<file path="config.mk">
export PLATFORM = sky130hd
export DESIGN_NAME = prng_lfsr
export DESIGN_NICKNAME = d
export VERILOG_FILES = /design/src/rtl/prng_pkg.sv /design/src/rtl/lfsr_core.sv /design/src/rtl/prng_lfsr.sv
export SDC_FILE = /design/constraint.sdc
export NUM_CORES = 1
export LEC_CHECK = 0
export BUFFER_PORTS_ARGS = -buffer_cell sky130_fd_sc_hd__buf_2
export CORE_MARGIN = 2
export CORE_UTILIZATION = 35
export DETAILED_ROUTE_END_ITERATION = 12
export GPL_TIMING_DRIVEN = 0
export RECOVER_POWER = 50
export SLEW_MARGIN = 20
export SYNTH_ARGS = -nofsm -noshare
export SYNTH_HDL_FRONTEND = slang
export SYNTH_HIERARCHICAL = 1
export SYNTH_SLANG_ARGS = --single-unit
</file>
<file path="constraint.sdc">
create_clock -name clk_i -period 4.4 [get_ports clk_i]
set_clock_uncertainty 0.1 [all_clocks]
set_input_delay 0.44 -clock clk_i [delete_from_list [all_inputs] [get_ports clk_i]]
set_output_delay 0.44 -clock clk_i [all_outputs]
set_load 0.01 [all_outputs]
</file>
<file path="src/rtl/prng_pkg.sv">
// prng_pkg: default LFSR constants and feedback reduction shared by the PRNG block
package prng_pkg;
    localparam logic [31:0] DEF_TAPS = 32'h088C_8892;
    localparam logic [31:0] DEF_SEED = 32'h00B4_1AFD;

    function automatic logic fb_xor(input logic [63:0] state, input logic [63:0] taps);
        return ^(state & taps);
    endfunction
endpackage

</file>
<file path="src/rtl/lfsr_core.sv">
// lfsr_core: Fibonacci LFSR state with seed substitution and all-zero lock-up recovery
module lfsr_core
    import prng_pkg::*;
#(
    parameter int WIDTH = 32,
    parameter logic [WIDTH-1:0] TAPS = WIDTH'(DEF_TAPS),
    parameter logic [WIDTH-1:0] SEED = WIDTH'(DEF_SEED)
) (
    input  logic             clk_i,
    input  logic             reset_ni,
    input  logic             go_i,
    input  logic             load_i,
    input  logic [WIDTH-1:0] seed_i,
    output logic [WIDTH-1:0] state_o,
    output logic             fb_o,
    output logic             adv_o,
    output logic             lockup_o
);
    logic             zero;
    logic             rec;
    logic [WIDTH-1:0] state_n;

    assign fb_o  = fb_xor(64'(state_o), 64'(TAPS));
    assign zero  = state_o == '0;
    assign adv_o = go_i && !load_i && !zero;
    assign rec   = go_i && !load_i && zero;

    // a zero seed would lock the register, so it is replaced by SEED
    always_comb state_n = load_i ? (seed_i == '0 ? SEED : seed_i) :
                          rec    ? SEED :
                          adv_o  ? {state_o[WIDTH-2:0], fb_o} : state_o;

    always_ff @(posedge clk_i) begin
        if (!reset_ni) begin
            state_o  <= SEED;
            lockup_o <= 1'b0;
        end else begin
            state_o  <= state_n;
            lockup_o <= rec;
        end
    end
endmodule

</file>
<file path="src/rtl/prng_lfsr.sv">
// prng_lfsr: LFSR random word generator with valid/ready output handshake
module prng_lfsr
    import prng_pkg::*;
#(
    parameter int WIDTH = 32,
    parameter logic [WIDTH-1:0] TAPS = WIDTH'(DEF_TAPS),
    parameter logic [WIDTH-1:0] SEED = WIDTH'(DEF_SEED),
    parameter int OUT_W = 8
) (
    input  logic             clk_i,
    input  logic             reset_ni,
    input  logic             enable_i,
    input  logic             seed_valid_i,
    input  logic [WIDTH-1:0] seed_i,
    input  logic             ready_i,
    output logic             valid_o,
    output logic [OUT_W-1:0] data_o,
    output logic [WIDTH-1:0] state_o,
    output logic             lockup_o
);
    localparam int CW = OUT_W > 1 ? $clog2(OUT_W) : 1;
    localparam logic [CW-1:0] CMAX = CW'(OUT_W - 1);

    logic [CW-1:0]    cnt;
    logic [OUT_W-1:0] word;
    logic [OUT_W-1:0] word_n;
    logic             go;
    logic             fb;
    logic             adv;
    logic             done;

    // a pending unaccepted word stalls the LFSR
    assign go     = enable_i && (!valid_o || ready_i);
    assign word_n = OUT_W'({word, fb});
    assign done   = adv && cnt == CMAX;

    lfsr_core #(
        .WIDTH(WIDTH),
        .TAPS (TAPS),
        .SEED (SEED)
    ) core (
        .clk_i   (clk_i),
        .reset_ni(reset_ni),
        .go_i    (go),
        .load_i  (seed_valid_i),
        .seed_i  (seed_i),
        .state_o (state_o),
        .fb_o    (fb),
        .adv_o   (adv),
        .lockup_o(lockup_o)
    );

    always_ff @(posedge clk_i) begin
        if (!reset_ni) begin
            cnt     <= '0;
            word    <= '0;
            data_o  <= '0;
            valid_o <= 1'b0;
        end else if (seed_valid_i) begin
            cnt     <= '0;
            word    <= '0;
            valid_o <= 1'b0;
        end else begin
            if (adv) begin
                cnt  <= done ? '0 : cnt + CW'(1);
                word <= word_n;
            end
            if (done) data_o <= word_n;
            valid_o <= done || (valid_o && !ready_i);
        end
    end
endmodule

</file>
==> results_dict.tcl <==
set metrics [dict create \
    netlist.area_leader.share 0.4175 \
    relative_area_change_from_synthesis_to_final_layout_pct 21.58 \
    tritoncts_num_sinks 52 \
    holdCritPathClass "in -> reg" \
    antenna_cells 0 \
    n_fill_cell 728 \
    worstSkewPairLatency_ns 0.30 \
    largest_family_of_logic_cells_by_synthesized_area "simple AND/OR/NAND/NOR gates" \
    min_period_ns 2.488 \
    worst_slack_ns 1.912 \
    die-width_um 88.41 \
    report.final.slew_viol_count 0 \
    max-slew-margin-rel 0.6128 \
    synth-seq-cells 52 \
    fraction_of_layout_instances_using_a_drive_strength_above_1 0.1639 \
    path_max_fanout 14 \
    placed_cells_incl_taps 448 \
    layout_worst_path_cycle_share 0.5655 \
    cts_tree "built" \
    cts.hold.buffers_added 0 \
    overflow 0 \
    timing_worst_setup_path_type "reg -> reg" \
    postCtsSetupBuffers 0 \
    global_route.usage.total 0.1894 \
    synth_adder_area_share 0.01505 \
    drt-initial-drc-count 115 \
    post_synth_arst_share 0 \
    route.detailed.wl_per_inst_um 15.78 \
    synth_most_common_cell "sky130_fd_sc_hd__dfxtp_1" \
    ctsRootBufferMaster "sky130_fd_sc_hd__clkbuf_8" \
    finish.net_count 399 \
    floorplan.initialDensity 0.3650 \
    drc_errors 0 \
    synth_top_flop_cell "sky130_fd_sc_hd__dfxtp_1" \
    hold_viol_final 0 \
    number_of_cts_inserted_buffers 5 \
    timing.critical_path.from_type "flop" \
    cp.required_ns 4.50 \
    critPathArrivalTime_ns 2.59 \
    clock_tree_buffer_depth 2 \
    power_density_nw_per_um2 315.9 \
    synth_compound_area_frac 0.1510 \
    finalSetupViolCount 0 \
    post_cts_resized 0 \
    rsz0062_at_grt "false" \
    grt_max_degree 17 \
    share_of_the_yosys_chip_area_belonging_to_registers 0.4175 \
    grt_antenna_before_repair 0 \
    ys_warn_count 6 \
    synthDistinctLibCells 31 \
    first_pass_iters 4 \
    finalWirelength_um 7194 \
    synth.top_cells.by_area "sky130_fd_sc_hd__dfxtp_1, sky130_fd_sc_hd__mux2i_1, sky130_fd_sc_hd__o21ai_0" \
    grt_pass1_vias 2258 \
    fin_setup_tns_ns 0 \
    gp_congestion 0.8345 \
    run_status "completed" \
    worst_pin_slew_ns 0.5809 \
    achievable-frequency_ghz 0.4019 \
    postSynthNetCount 314 \
    post_synthesis_average_cell_area_um2 9.101 \
    path_clk_slew_ns 0.09 \
    placement.io_buffers 78 \
    top_level_ports 79 \
    syn-cell-area_um2 2494 \
    post_synth_most_frequent_cells "sky130_fd_sc_hd__dfxtp_1, sky130_fd_sc_hd__nand2_1, sky130_fd_sc_hd__o21ai_0" \
    via_per_inst 5.246 \
    final_antenna_net_count 0 \
    maxCapViolations 0 \
    worst_setup_path_end_kind "flop" \
    yosys.area_share.simple 0.2750 \
    pre_cts_slack_ns 1.987 \
    synth.area.mux_share 0.06422 \
    dieHeight_um 88.41 \
    total_number_of_vias 2392 \
    rows 30 \
    max-vdd-ir-drop_v 0.0001386 \
    cellLeakagePower_uw 0.001041 \
    hpwl_um 5356 \
    cts_htree_levels 2 \
    grt_first_pass_wirelength_um 11520 \
    synth_xor_area_frac 0.02459 \
    synth_enable_flop_cells 0 \
    die_area_um2 7815 \
    postSynthCellCount 274 \
    placeableCoreArea_um2 6832 \
    synthDominantAreaCellType "sky130_fd_sc_hd__dfxtp_1" \
    stdcell_count 456 \
]
[layout by cell type (no fill, tap or decap), drive strengths merged, types with 4 or more instances in the layout]
| master | instances |
|---|---|
| a221oi | 18 |
| buf | 43 |
| clkbuf | 62 |
| dfxtp | 52 |
| mux2i | 16 |
| nand2 | 31 |
| nand2b | 4 |
| nand4 | 18 |
| nor2 | 11 |
| nor2b | 19 |
| nor3b | 17 |
| nor4 | 14 |
| o21ai | 28 |
| xnor2 | 6 |
[layer usage]
metal / track usage / vias up / wire (µm)
li1: - / 1180 / -
met1: 0.2643 / 1126 / 3445
met2: 0.2932 / 76 / 3288
met3: 0.03918 / 10 / 370
met4: 0.06198 / 0 / 90
met5: 0 / - / 0
[cells by family after synthesis]
| kind of cell | count (synthesis) |
|---|---|
| DFF | 52 |
| and+or+nand+nor | 122 |
| xor gates and xnor gates | 7 |
| buffers and inverters | 24 |
| adders and majority gates | 3 |
| muxes | 16 |
| AOI/OAI and AO/OA | 50 |
[area by class of cell]
cell class | count | area (µm²) | share of cell area
Multi-Input combinational cell | 198 | 1321 | 0.4358
Sequential cell | 52 | 1041 | 0.3434
Timing Repair Buffer | 78 | 337.8 | 0.1114
Tap cell | 96 | 120.1 | 0.03962
Buffer | 22 | 116.4 | 0.03838
Clock buffer | 5 | 68.82 | 0.02270
Clock inverter | 3 | 18.77 | 0.006191
Inverter | 2 | 7.507 | 0.002476
[worst max-delay path, cell delays in order, from the launching register on]
cell	delay (ns)
sky130_fd_sc_hd__dfxtp_1	0.32
sky130_fd_sc_hd__nand2b_1	0.08
sky130_fd_sc_hd__and2_1	0.15
sky130_fd_sc_hd__nor2b_1	0.40
sky130_fd_sc_hd__o21a_1	0.18
sky130_fd_sc_hd__clkbuf_1	0.44
sky130_fd_sc_hd__buf_12	0.23
sky130_fd_sc_hd__buf_4	0.22
sky130_fd_sc_hd__mux2i_1	0.21
sky130_fd_sc_hd__nor2_1	0.05
[final timing paths]
path	to	cells after the start	slack [ns]	start
setup / recovery	word[1]	9	1.91	valid_o
hold reg to reg	data_o[2]	2	0.36	data_o[2]
hold / removal	valid_o	3	0.31	ready_i
setup reg to reg	word[1]	9	1.91	valid_o
[sequential cells by signal, summed over array words and instances, names as in the netlist]
register	cells
cnt	3
valid_o	1
core/state_o	32
core/lockup_o	1
data_o	8
word	7
[power by group]
| group | switching [µW] | total [µW] | leakage (µW) | internal [µW] |
|---|---|---|---|---|
| combinational | 94.2 | 166 | 0.000566 | 72.3 |
| sequential | 28.5 | 522 | 0.000427 | 493 |
| clock | 158 | 270 | 0.0000479 | 111 |
| total | 281 | 958 | 0.00104 | 677 |
[metrics by stage]
| stage | area, µm² | hold slack, ns | util | power (µW) |
|---|---|---|---|---|
| final | 3032 | 0.3084 | 0.4438 | 957.7 |
| after global routing | 3032 | 0.3169 | 0.4438 | 1005 |
| after CTS | 3092 | 0.3054 | 0.4526 | 973.3 |
| after detailed placement | 3004 | 0.3459 | 0.4397 | 703.8 |
| after global placement | 3004 | 0.3394 | 0.4397 | 702.0 |
| after floorplan | 2494 | 0.3374 | - | 628.8 |
Note: power is estimated with default switching activity, not from simulation.
